--- config.mk ---
export PLATFORM = sky130hd
export DESIGN_NAME = systolic_skew_buf_flat
export DESIGN_NICKNAME = d
export VERILOG_FILES = /design/src/rtl/systolic_skew_buf_if.sv /design/src/rtl/systolic_skew_buf.sv /design/src/flat_wrapper.sv
export SDC_FILE = /design/constraint.sdc
export NUM_CORES = 1
export LEC_CHECK = 0
export BUFFER_PORTS_ARGS = -buffer_cell sky130_fd_sc_hd__buf_2
export CAP_MARGIN = 0
export CORE_UTILIZATION = 35
export DETAILED_ROUTE_END_ITERATION = 10
export MAX_ROUTING_LAYER = met4
export PLACE_DENSITY_LB_ADDON = 0.3
export SYNTH_ARGS = -nofsm -noshare
export SYNTH_HDL_FRONTEND = slang
export SYNTH_SLANG_ARGS = --single-unit
--- constraint.sdc ---
create_clock -name clk -period 28.1 [get_ports clk]
set_input_delay 5.62 -clock clk [delete_from_list [all_inputs] [get_ports clk]]
set_output_delay 5.62 -clock clk [all_outputs]
set_load 0.01 [all_outputs]
--- src/rtl/systolic_skew_buf_if.sv ---
// Operand stream bundle between the loader (master) and the skew buffer (slave).
// Carries the input vector handshake and the skewed per-lane outputs.
interface systolic_skew_buf_if #(
   parameter int BITS = 8,
   parameter int DIM  = 8
);
   logic                   in_valid;
   logic                   in_last;
   logic signed [BITS-1:0] in_data [DIM];
   logic                   in_ready;
   logic signed [BITS-1:0] out_data [DIM];
   logic [DIM-1:0]         out_valid;
   logic                   busy;
   logic                   done;

   modport master (
      output in_valid, in_last, in_data,
      input  in_ready, out_data, out_valid, busy, done
   );

   modport slave (
      input  in_valid, in_last, in_data,
      output in_ready, out_data, out_valid, busy, done
   );
endinterface

--- src/rtl/systolic_skew_buf.sv ---
// Input-skewing buffer: lane i delays its element by a staircase depth so operands reach the array diagonally.
// Optional SKEW_BUF_CLR_EN adds a synchronous clr port that flushes stages, counter, FSM and done.
module systolic_skew_buf #(
   parameter int BITS   = 8,
   parameter int DIM    = 8,
   parameter bit ASCEND = 1'b1
) (
   input  logic clk,
   input  logic rst_n,
   input  logic en,
`ifdef SKEW_BUF_CLR_EN
   input  logic clr,
`endif
   systolic_skew_buf_if.slave bus
);

   localparam int CW = (DIM > 1) ? $clog2(DIM) : 1;

   typedef enum logic [1:0] {IDLE, STREAM, DRAIN} state_t;

   state_t        state, state_n;
   logic [CW-1:0] cnt, cnt_n;
   logic          done_q, done_n;
   logic          clr_i;
   logic          accept;

`ifdef SKEW_BUF_CLR_EN
   assign clr_i = clr;
`else
   assign clr_i = 1'b0;
`endif

   assign bus.in_ready = en & (state != DRAIN);
   assign accept       = bus.in_valid & bus.in_ready;
   assign bus.busy     = (state != IDLE);
   assign bus.done     = done_q;

   // NOTE: every output of a combinational block gets a default first so no path leaves it unassigned (no latch).
   always_comb begin
      state_n = state;
      cnt_n   = cnt;
      done_n  = 1'b0;
      case (state)
         IDLE, STREAM: begin
            if (accept) begin
               if (bus.in_last) begin
                  state_n = DRAIN;
                  cnt_n   = CW'(DIM - 1);
               end else begin
                  state_n = STREAM;
               end
            end
         end
         DRAIN: begin
            // done is registered on the edge that moves the last element into the deepest stage
            if (cnt <= CW'(1)) begin
               done_n  = 1'b1;
               state_n = IDLE;
               cnt_n   = '0;
            end else begin
               cnt_n = cnt - CW'(1);
            end
         end
         default: state_n = IDLE;
      endcase
   end

   // NOTE: sequential state uses non-blocking assignments so every register samples pre-edge values.
   always_ff @(posedge clk) begin
      if (!rst_n || clr_i) begin
         state  <= IDLE;
         cnt    <= '0;
         done_q <= 1'b0;
      end else if (en) begin
         state  <= state_n;
         cnt    <= cnt_n;
         done_q <= done_n;
      end else begin
         done_q <= 1'b0;
      end
   end

   for (genvar i = 0; i < DIM; i++) begin : g_lane
      localparam int D = ASCEND ? i + 1 : DIM - i;

      logic signed [BITS-1:0] sd [D];
      logic                   sv [D];

      // NOTE: the stage arrays are cleared on reset because a stale valid bit would reach the array edge.
      always_ff @(posedge clk) begin
         if (!rst_n || clr_i) begin
            for (int s = 0; s < D; s++) begin
               sd[s] <= '0;
               sv[s] <= 1'b0;
            end
         end else if (en) begin
            sv[0] <= accept;
            sd[0] <= accept ? bus.in_data[i] : '0;
            for (int s = 1; s < D; s++) begin
               sv[s] <= sv[s-1];
               sd[s] <= sd[s-1];
            end
         end
      end

      // Bubbles carry zero data, so the last stage is already zero-filled.
      assign bus.out_data[i]  = sd[D-1];
      assign bus.out_valid[i] = sv[D-1];
   end

endmodule

--- src/flat_wrapper.sv ---
// flat-port wrapper written by rule: the top's interface ports become plain ports
module systolic_skew_buf_flat 
#(
   parameter int BITS   = 8,
   parameter int DIM    = 8,
   parameter bit ASCEND = 1'b1
)
  (clk, rst_n, en, bus_in_valid, bus_in_last, bus_in_data, bus_in_ready, bus_out_data, bus_out_valid, bus_busy, bus_done);
  systolic_skew_buf_if #(.BITS(BITS), .DIM(DIM)) bus_i ();
  input  logic clk;
  input  logic rst_n;
  input  logic en;
  input wire logic [$bits(bus_i.in_valid)-1:0] bus_in_valid;
  input wire logic [$bits(bus_i.in_last)-1:0] bus_in_last;
  input wire logic [$bits(bus_i.in_data)-1:0] bus_in_data;
  output wire logic [$bits(bus_i.in_ready)-1:0] bus_in_ready;
  output wire logic [$bits(bus_i.out_data)-1:0] bus_out_data;
  output wire logic [$bits(bus_i.out_valid)-1:0] bus_out_valid;
  output wire logic [$bits(bus_i.busy)-1:0] bus_busy;
  output wire logic [$bits(bus_i.done)-1:0] bus_done;
  assign bus_i.in_valid = bus_in_valid;
  assign bus_i.in_last = bus_in_last;
  assign bus_i.in_data = {>>{bus_in_data}};
  assign bus_in_ready = bus_i.in_ready;
  assign bus_out_data = {>>{bus_i.out_data}};
  assign bus_out_valid = bus_i.out_valid;
  assign bus_busy = bus_i.busy;
  assign bus_done = bus_i.done;
  systolic_skew_buf #(.BITS(BITS), .DIM(DIM), .ASCEND(ASCEND)) u_core (.clk(clk), .rst_n(rst_n), .en(en), .bus(bus_i));
endmodule
# --- Word level (Yosys, flattened, before mapping) ---
# Memories as Yosys holds them, arrays and structs flattened.
# Cells that the tools add are included.
classes:
  n_addsub: 1
  magnitude_cmp: 1
  n_eq_ne: 6
  muxes: 95
  n_bitwise: 72
  n_reduce_logical: 9
ops:
  columns: ["cell", "count"]
  rows:
  - ["8-bit 2-to-1 mux", 44]
  - ["1-bit bitwise OR", 70]
  - ["1-bit 2-to-1 mux", 43]
  - ["3-bit 2-to-1 mux", 3]
  - ["8-bit OR reduction", 1]
  - ["2-bit 2-to-1 mux", 3]
  - ["3-bit case mux with 2 select lines", 1]
  - ["3-bit AND reduction", 2]
  - ["2-bit by 1-bit inequality test with 1-bit output, second input constant", 2]
  - ["2-bit inequality test, second input constant", 2]
  - ["2-bit case mux with 2 select lines", 1]
  - ["4-bit AND reduction", 1]
  - ["2-bit nonzero test", 2]
  - ["3-bit by 1-bit less-or-equal comparator with 1-bit output, second input constant", 1]
  - ["3-bit by 1-bit subtractor with 3-bit output, second input constant", 1]
  - ["1-bit bitwise AND", 2]
  - ["2-bit by 1-bit equality test with 1-bit output, second input constant", 1]
  - ["2-bit equality test, second input constant", 1]
  - ["2-bit logical NOT", 1]
  - ["2-bit OR reduction", 1]
  - ["1-bit OR reduction", 1]
word_totals:
  register_bits: 6
  ram_bits: 324
  inputBits: 69
  out_inout_bits: 75
  word_cells: 203
  n_memories: 16
mem_list:
  columns: ["memory", "depth", "word_bits", "read_ports", "rd_ports_with_merged_regs", "wr", "line_no", "rtl"]
  rows:
  - ["u_core.g_lane[7].sd", 8, 8, 8, 0, 8, "systolic_skew_buf.sv:86", "logic signed [BITS-1:0] sd [D];"]
  - ["u_core.g_lane[6].sd", 7, 8, 7, 0, 7, "systolic_skew_buf.sv:86", null]
  - ["u_core.g_lane[5].sd", 6, 8, 6, 0, 6, "systolic_skew_buf.sv:86", null]
  - ["u_core.g_lane[4].sd", 5, 8, 5, 0, 5, "systolic_skew_buf.sv:86", null]
  - ["u_core.g_lane[3].sd", 4, 8, 4, 0, 4, "systolic_skew_buf.sv:86", null]
  - ["u_core.g_lane[2].sd", 3, 8, 3, 0, 3, "systolic_skew_buf.sv:86", null]
  - ["+10 memories", null, null, null, null, null, null, null]

# --- Longest topological paths before layout ---
# Gate-level depths: netlist of run 1.
logic_depth:
  word_depth: 5
  ltp_mapped: 5
  ltp_nobuf: 5

# --- Worst setup path after synthesis of run 1 ---
# Ideal clock, no wire load.
synth_timing:
  kind: "input to register"
  startpoint: "input en"
  endpoint: "memory u_core.g_lane[0].sd[0][0], enable pin"
  setup_ns: 0.718
  arrival_ns: 13.082
  required_ns: 27.382
  setup_slack_ns: 14.300
  cell_stages: 2
  n_path_buf: 1
  path_cell_list: "clkbuf_1 nand2b_1"
synth_via:
  elab_chain_len: 5
synth_rtl:
  columns: ["element", "line_no", "rtl"]
  rows:
  - ["start: declaration", "flat_wrapper.sv:12", "input logic en;"]
  - ["1-bit 2-to-1 mux *", "systolic_skew_buf.sv:96", "end else if (en) begin"]
  - ["1-bit 2-to-1 mux *", "systolic_skew_buf.sv:91", "if (!rst_n || clr_i) begin"]
  - ["1-bit 2-to-1 mux *", "systolic_skew_buf.sv:98", "sd[0] <= accept ? bus.in_data[i] : '0;"]
  - ["8-bit OR reduction (no line)", null, null]
  - ["1-bit 2-to-1 mux (no line) *", null, null]
  - ["end: declaration", "systolic_skew_buf.sv:86", null]
# Mark *: on every way between the ends. The rest lies on a longest branch, timed or not.

# --- Worst setup path after layout of run 1 ---
layout_timing:
  startpoint: "input en"
  endpoint: "output bus_in_ready"
layout_via:
  elab_chain_len: 1
layout_rtl:
  columns: ["element", "line_no", "rtl"]
  rows:
  - ["1-bit bitwise AND", "systolic_skew_buf.sv:33", "assign bus.in_ready = en & (state != DRAIN);"]
  - ["end: declaration", "flat_wrapper.sv:16", "output wire logic [$bits(bus_i.in_ready)-1:0] bus_in_ready;"]
# No other way between the ends.

==> results.cfg, run 1 <==
[global_routing]
total_track_usage_pct = 11.36
first_pass_grt_wire_length_mm = 31.40
grt_start_max_net_pins = 144
initial_antenna_violation_count = 2
grt_overflow = 0
first_global_vias = 5752

[pwr]
total_power_mw = 1.032
power_leakage_nw = 6.272
powerDensity_nw_per_um2 = 74.03
ir_drop_uv = 39.39

[sta]
rsz_0062_raised_after_global_routing = no
max_freq_mhz = 83.13
final.period_utilization_pct = 42.81
report.final.slew_viol_count = 0
max_slew.worst_pin.slew_ns = 1.186
clock-skew-final_ns = 0.01215
report.final.hold_viol_count = 0
setup-tns-final_ns = 0
setup_viol = 0
relSlewSlack_pct = 20.91
final_min_period_ns = 12.03

[cells_and_area]
drive_above_1_share_pct = 28.46
area_growth_pct = 14.64
post_layout_utilization_of_the_core_pct = 41.18
layout.nets = 908
layout.cell_area.non_filler_um2 = 13950

[worst_hold_path]
hold_depth = 2
holdCritPathClass = reg2reg

[clocking]
clk-insertion-delay-late_ns = 0.50
cts-htree-levels = 2
clock_sinks = 310
number_of_cts_inserted_buffers = 35
buffers_from_clock_root_to_sink_at_most = 3
clock_root_cell = sky130_fd_sc_hd__clkbuf_16
clk_pin_slew_ns = 0.06
holdBufCountCts = 0
post-cts-setup-buffers = 0
post_cts.resized_instances = 0
cts_tree = done

[floorplan]
core.rowCount = 67
die_width_um = 188.4
placeableCoreArea_um2 = 33870
boundaryPins = 144
initial_utilization_pct = 35.92
floorplan.die.height_um = 188.4
floorplan.die_area_um2 = 35510

[place]
port_buffers = 143
placed_cell_area_um2 = 12820
dpl.hpwl_mm = 10.09
gp_congestion = 0.6817

[worst_setup_path]
critical_path_depth = 3
critical-path-top-delay-family = buffers and inverters
timing.critical_path.required_ns = 22.48
path_cells = buf_6 > and2_1 > buf_2
critical-path-max-stage-delay_ns = 0.45
setup.worst_path.start_class = input port
worst-r2r-cell-count = 3
critPathMaxFanout = 111
cp.buffers_inverters = 2
critPathArrivalTime_ns = 6.41
worstSetupPathType = in2out
critPathSlowestCell = sky130_fd_sc_hd__buf_6
critPathCaptureType = output pin

[yosys]
unique_masters_post_synth = 32
ys.warnings.count = 0
postSynthRegisterBits = 310
syn_nets = 835
synth_cells = 764
post_synth_instance_area_um2 = 12170
post_synth.cell_area_avg_um2 = 15.92
synth.yosys.seq_area_share_pct = 75.70

[status]
status = finished, final reports clean

[routing]
drtAntennaViolNets = 0
dr.pass1.iters = 4
wire_length_after_detailed_routing_mm = 19.53
vias_per_cell = 4.416
vias_after_detailed_routing = 5790
wire_per_inst_um = 14.89
drcViolationCount = 0
drt_first_iter_violations = 335

[run]
cap_violations = 0
cells in the mapped netlist:
master,number,area share [%]
sky130_fd_sc_hd__o2bb2ai_1,1,0.072
sky130_fd_sc_hd__a21boi_0,2,0.12
sky130_fd_sc_hd__nand2_1,2,0.062
sky130_fd_sc_hd__dfxtp_1,10,1.6
sky130_fd_sc_hd__ha_1,2,0.21
sky130_fd_sc_hd__or2_2,1,0.051
sky130_fd_sc_hd__and3_1,209,11
sky130_fd_sc_hd__nor2b_1,4,0.21
sky130_fd_sc_hd__buf_6,5,0.46
sky130_fd_sc_hd__nand4b_1,1,0.072
sky130_fd_sc_hd__o21ba_2,1,0.082
sky130_fd_sc_hd__and3_4,1,0.093
sky130_fd_sc_hd__edfxtp_1,300,74
sky130_fd_sc_hd__o21bai_1,2,0.12
sky130_fd_sc_hd__nand2b_1,2,0.10
sky130_fd_sc_hd__a21oi_1,3,0.12
sky130_fd_sc_hd__and2_4,39,2.8
sky130_fd_sc_hd__o21a_1,1,0.062
sky130_fd_sc_hd__o221a_2,2,0.19
sky130_fd_sc_hd__mux2i_1,3,0.25
sky130_fd_sc_hd__nand3b_1,2,0.12
sky130_fd_sc_hd__inv_1,4,0.12
sky130_fd_sc_hd__o21ai_0,1,0.041
sky130_fd_sc_hd__buf_2,5,0.21
sky130_fd_sc_hd__buf_4,56,3.5
sky130_fd_sc_hd__a21o_1,1,0.062
sky130_fd_sc_hd__and2_1,54,2.8
sky130_fd_sc_hd__a31oi_1,1,0.051
sky130_fd_sc_hd__clkbuf_1,46,1.4
sky130_fd_sc_hd__nand2b_2,1,0.072
sky130_fd_sc_hd__nor4b_1,1,0.072
sky130_fd_sc_hd__a31o_2,1,0.072
metrics by stage:
stage / hold WS [ns] / worst slack (ns) / std cells
after floorplan: 0.4205 / 14.30 / 764
after global placement: 0.4452 / 16.03 / 1248
after detailed placement: 0.4539 / 16.00 / 1248
after CTS: 0.4624 / 16.00 / 1309
after global routing: 0.4900 / 15.95 / 1311
final: 0.4665 / 16.07 / 1311
tightest hold or removal path, delay by kind of cell, from the launching register on:
family / cells / cell delay (ns)
AOI/OAI and AO/OA: 1 / 0.06
DFF: 1 / 0.31
buffers and inverters: 1 / 0.04
layout by cell type (no fill, tap or decap), types with 2 or more instances in the layout:
| cell type | Yosys | routed |
|---|---|---|
| sky130_fd_sc_hd__buf_2 | 5 | 141 |
| sky130_fd_sc_hd__and2_4 | 39 | 39 |
| sky130_fd_sc_hd__ha_1 | 2 | 2 |
| sky130_fd_sc_hd__nor2b_1 | 4 | 4 |
| sky130_fd_sc_hd__buf_6 | 5 | 2 |
| sky130_fd_sc_hd__and3_1 | 209 | 209 |
| sky130_fd_sc_hd__clkinv_1 | 0 | 6 |
| sky130_fd_sc_hd__clkbuf_1 | 46 | 5 |
| sky130_fd_sc_hd__dfxtp_1 | 10 | 10 |
| sky130_fd_sc_hd__diode_2 | 0 | 2 |
| sky130_fd_sc_hd__a21boi_0 | 2 | 2 |
| sky130_fd_sc_hd__clkbuf_16 | 0 | 37 |
| sky130_fd_sc_hd__o221a_2 | 2 | 2 |
| sky130_fd_sc_hd__clkinv_2 | 0 | 7 |
| sky130_fd_sc_hd__bufinv_16 | 0 | 3 |
| sky130_fd_sc_hd__clkinvlp_4 | 0 | 2 |
| sky130_fd_sc_hd__mux2i_1 | 3 | 3 |
| sky130_fd_sc_hd__a21oi_1 | 3 | 3 |
| sky130_fd_sc_hd__and2_1 | 54 | 54 |
| sky130_fd_sc_hd__nand2_1 | 2 | 2 |
| sky130_fd_sc_hd__nand3b_1 | 2 | 2 |
| sky130_fd_sc_hd__o21bai_1 | 2 | 2 |
| sky130_fd_sc_hd__edfxtp_1 | 300 | 300 |
| sky130_fd_sc_hd__inv_1 | 4 | 4 |
| sky130_fd_sc_hd__buf_4 | 56 | 5 |
power by group:
group | switching (mW) | leakage [nW] | internal [mW]
clock | 0.175 | 0.545 | 0.267
sequential | 0.00657 | 3.41 | 0.537
combinational | 0.0295 | 2.32 | 0.0181
total | 0.211 | 6.27 | 0.821
final cells by class:
cell class | instances | area, um2
antenna | 2 | 5.005
clock buffer | 42 | 944.7
clock inverter | 19 | 171.4
fill | 3155 | 19920
inverter | 4 | 15.01
multi-input combinational | 338 | 2275
sequential | 310 | 9209
tap | 448 | 560.5
timing repair buffer | 148 | 765.7
state kept, by name (all words and copies together) (netlist names):
name,count
u_core.g_lane.sd,288
u_core.g_lane.sv,16
u_core.cnt,3
u_core.state,2
u_core.bus.done,1
per-layer routing:
| layer | track usage, % | share of wire (%) | wire length [um] |
|---|---|---|---|
| met1 | 15.27 | 48 | 9333 |
| met3 | 2.626 | 4.8 | 946 |
| met2 | 16.79 | 45 | 8750 |
| met5 | - | 0 | 0 |
| met4 | 4.156 | 2.5 | 497 |
path summary, 6_finish.rpt:
| check | startpoint | to | slack, ns |
|---|---|---|---|
| min | u_core.g_lane[3].sv[0] | u_core.g_lane[3].sv[0] | 0.47 |
| max | en | bus_in_ready | 16.07 |
| max reg2reg | u_core.state[0] | u_core.g_lane[3].sd[0][3] | 26.39 |
| min reg2reg | u_core.g_lane[3].sv[0] | u_core.g_lane[3].sv[0] | 0.47 |
logic make-up (layout without fill, tap and decap cells):
| family | after synthesis | in the layout | share of synthesized area, % |
|---|---|---|---|
| buffers and inverters | 116 | 213 | 5.667 |
| other | 0 | 2 | 0 |
| AOI/OAI and AO/OA | 16 | 16 | 0.9976 |
| and+or+nand+nor | 317 | 317 | 17.19 |
| muxes | 3 | 3 | 0.2468 |
| DFF | 310 | 310 | 75.70 |
| adders and majority gates | 2 | 2 | 0.2057 |
No activity file was read; power rests on OpenSTA's default activity.
==> run 2, diff against run 1 <==
clock period = 9.71 ns   (was 28.1 ns; I/O delays follow)
==> run 2 against run 1 <==
Compared with the run above: final cell count down 0.31%; via count up 0.17%; worst hold slack better by 0.0083 ns; clock-buffer cell count up 4; critical endpoint is now u_core.g_lane[6].sd[0][48].
==> results.cfg, run 2 (synthesis results as in run 1) <==
[worst_hold_path]
holdCritPathClass = reg2reg

[routing]
drt_first_iter_violations = 558
vias_per_cell = 4.438
wire_length_after_detailed_routing_mm = 19.48
vias_after_detailed_routing = 5800
drcViolationCount = 0
wire_per_inst_um = 14.91
dr.pass1.iters = 4
drtAntennaViolNets = 0

[cells_and_area]
layout_common_cells = sky130_fd_sc_hd__edfxtp_1, sky130_fd_sc_hd__and3_1, sky130_fd_sc_hd__buf_2
biggestRegsByFlops = u_core.g_lane.sd (288), u_core.g_lane.sv (16), u_core.cnt (3)
largest_register = u_core.g_lane.sd
max_reg_flops = 288
antenna_cells_inserted = 0
post_layout_utilization_of_the_core_pct = 40.84
layout.nets = 906
finalNonFillerCells = 1307
area_growth_pct = 13.70
final_common_cell = sky130_fd_sc_hd__edfxtp_1
drive_above_1_share_pct = 27.47

[clocking]
cts-htree-levels = 2
number_of_cts_inserted_buffers = 34
post_cts.resized_instances = 0
clk-insertion-delay-late_ns = 0.50
clk_pin_slew_ns = 0.06
clock_root_cell = sky130_fd_sc_hd__clkbuf_16
post-cts-setup-buffers = 0
cts_tree = done
clock_sinks = 310
holdBufCountCts = 0
buffers_from_clock_root_to_sink_at_most = 3

[worst_setup_path]
critPathCaptureType = flip-flop
timing.reg2reg.setup_slack_ns = 7.97
critPathMaxFanout = 188
worstSetupStartpoint = rst_n
critical_path_depth = 4
critPathArrivalTime_ns = 4.72
cp.buffers_inverters = 3
worst-r2r-cell-count = 3
critical-path-max-stage-delay_ns = 0.84
r2r_start = u_core.state[0]
path_cells = buf_6 > buf_4 > nand2b_4 > buf_12
timing.critical_path.required_ns = 9.71
setup.worst_path.end = u_core.g_lane[6].sd[0][48]
critPathSlowestCell = sky130_fd_sc_hd__buf_4
worstSetupPathType = in2reg
critical-path-top-delay-family = buffers and inverters
setup.worst_path.start_class = input port
regToRegEndpoint = u_core.g_lane[3].sd[0][2]

[global_routing]
first_pass_grt_wire_length_mm = 31.07
first_global_vias = 5747
initial_antenna_violation_count = 0
grt_start_max_net_pins = 189
total_track_usage_pct = 11.15
grt_overflow = 0

[run]
cap_violations = 0

[place]
port_buffers = 143
gp_congestion = 0.7030
place.detailed.instances = 1247
dpl.hpwl_mm = 9.953

[sta]
final.period_utilization_pct = 48.62
report.final.slew_viol_count = 0
final_min_period_ns = 4.721
report.final.hold_viol_count = 0
setup-tns-final_ns = 0
rsz_0062_raised_after_global_routing = no
relSlewSlack_pct = 19.95
max_slew.worst_pin.slew_ns = 1.201
max_freq_mhz = 211.8
clock-skew-final_ns = 0.01527
setup_viol = 0

[pwr]
powerDensity_nw_per_um2 = 208.0
ir_drop_uv = 88.95
power_leakage_nw = 6.215

[floorplan]
placeableCoreArea_um2 = 33870
initial_utilization_pct = 35.92
boundaryPins = 144
floorplan.die.height_um = 188.4
die_width_um = 188.4
floorplan.die_area_um2 = 35510
core.rowCount = 67

[status]
status = finished, final reports clean
run 2: changes by cell type in the layout (fill, tap and decap cells not counted), sizes merged:
cell      delta
diode        -2
clkinv       -2
buf          -1
inv          +1
clkbuf       +4
bufinv       -3
clkinvlp     -1
run 2: worst min-delay path by stage:
| stage | startpoint | endpoint | depth (start not counted) | slack [ns] |
|---|---|---|---|---|
| final | u_core.cnt[2] | u_core.bus.done | 1 | 0.47 |
| after global routing | u_core.cnt[2] | u_core.bus.done | 1 | 0.51 |
| after CTS | u_core.cnt[2] | u_core.bus.done | 1 | 0.47 |
| after detailed placement | u_core.cnt[2] | u_core.bus.done | 1 | 0.46 |
| after global placement | u_core.cnt[2] | u_core.bus.done | 1 | 0.45 |
| after floorplan | u_core.cnt[2] | u_core.bus.done | 1 | 0.42 |
run 2: cell type report:
cell class	count	area (um2)
fill	3156	20040
sequential	310	9209
multi-input combinational	338	2275
clock buffer	46	937.1
timing repair buffer	147	770.7
tap	448	560.5
clock inverter	14	65.06
inverter	4	15.01
run 2: power breakdown:
part	switching [mW]	total, mW	leakage [nW]	internal [mW]
clock	0.491	1.17	0.487	0.675
combinational	0.0859	0.139	2.32	0.0528
sequential	0.0191	1.57	3.41	1.55
run 2: worst reg2reg max path, cell delays in order, from the launching register on:
cell and delay [ns]:
sky130_fd_sc_hd__dfxtp_1 0.40, sky130_fd_sc_hd__nand2b_2 0.22, sky130_fd_sc_hd__and3_4 0.69, sky130_fd_sc_hd__and2_4 0.30
run 2: stage by stage:
step	hold WS (ns)	power (mW)	area, um2	setup slack, ns
3_3_place_gp	0.4476	1.738	12830	4.783
2_1_floorplan	0.4205	1.709	12170	3.217
4_1_cts	0.4683	2.920	13830	5.008
3_5_place_dp	0.4571	1.743	12830	4.711
5_1_grt	0.5054	2.986	13830	4.930
6_report	0.4748	2.877	13830	4.989
run 2: per-layer routing:
metal | global-route usage (%) | vias up | part of all wire (%)
met4 | 4.094 | 0 | 1.9
met3 | 2.403 | 25 | 4.3
met2 | 16.58 | 121 | 45
met1 | 15.01 | 2755 | 49
met5 | - | - | 0
li1 | - | 2899 | -
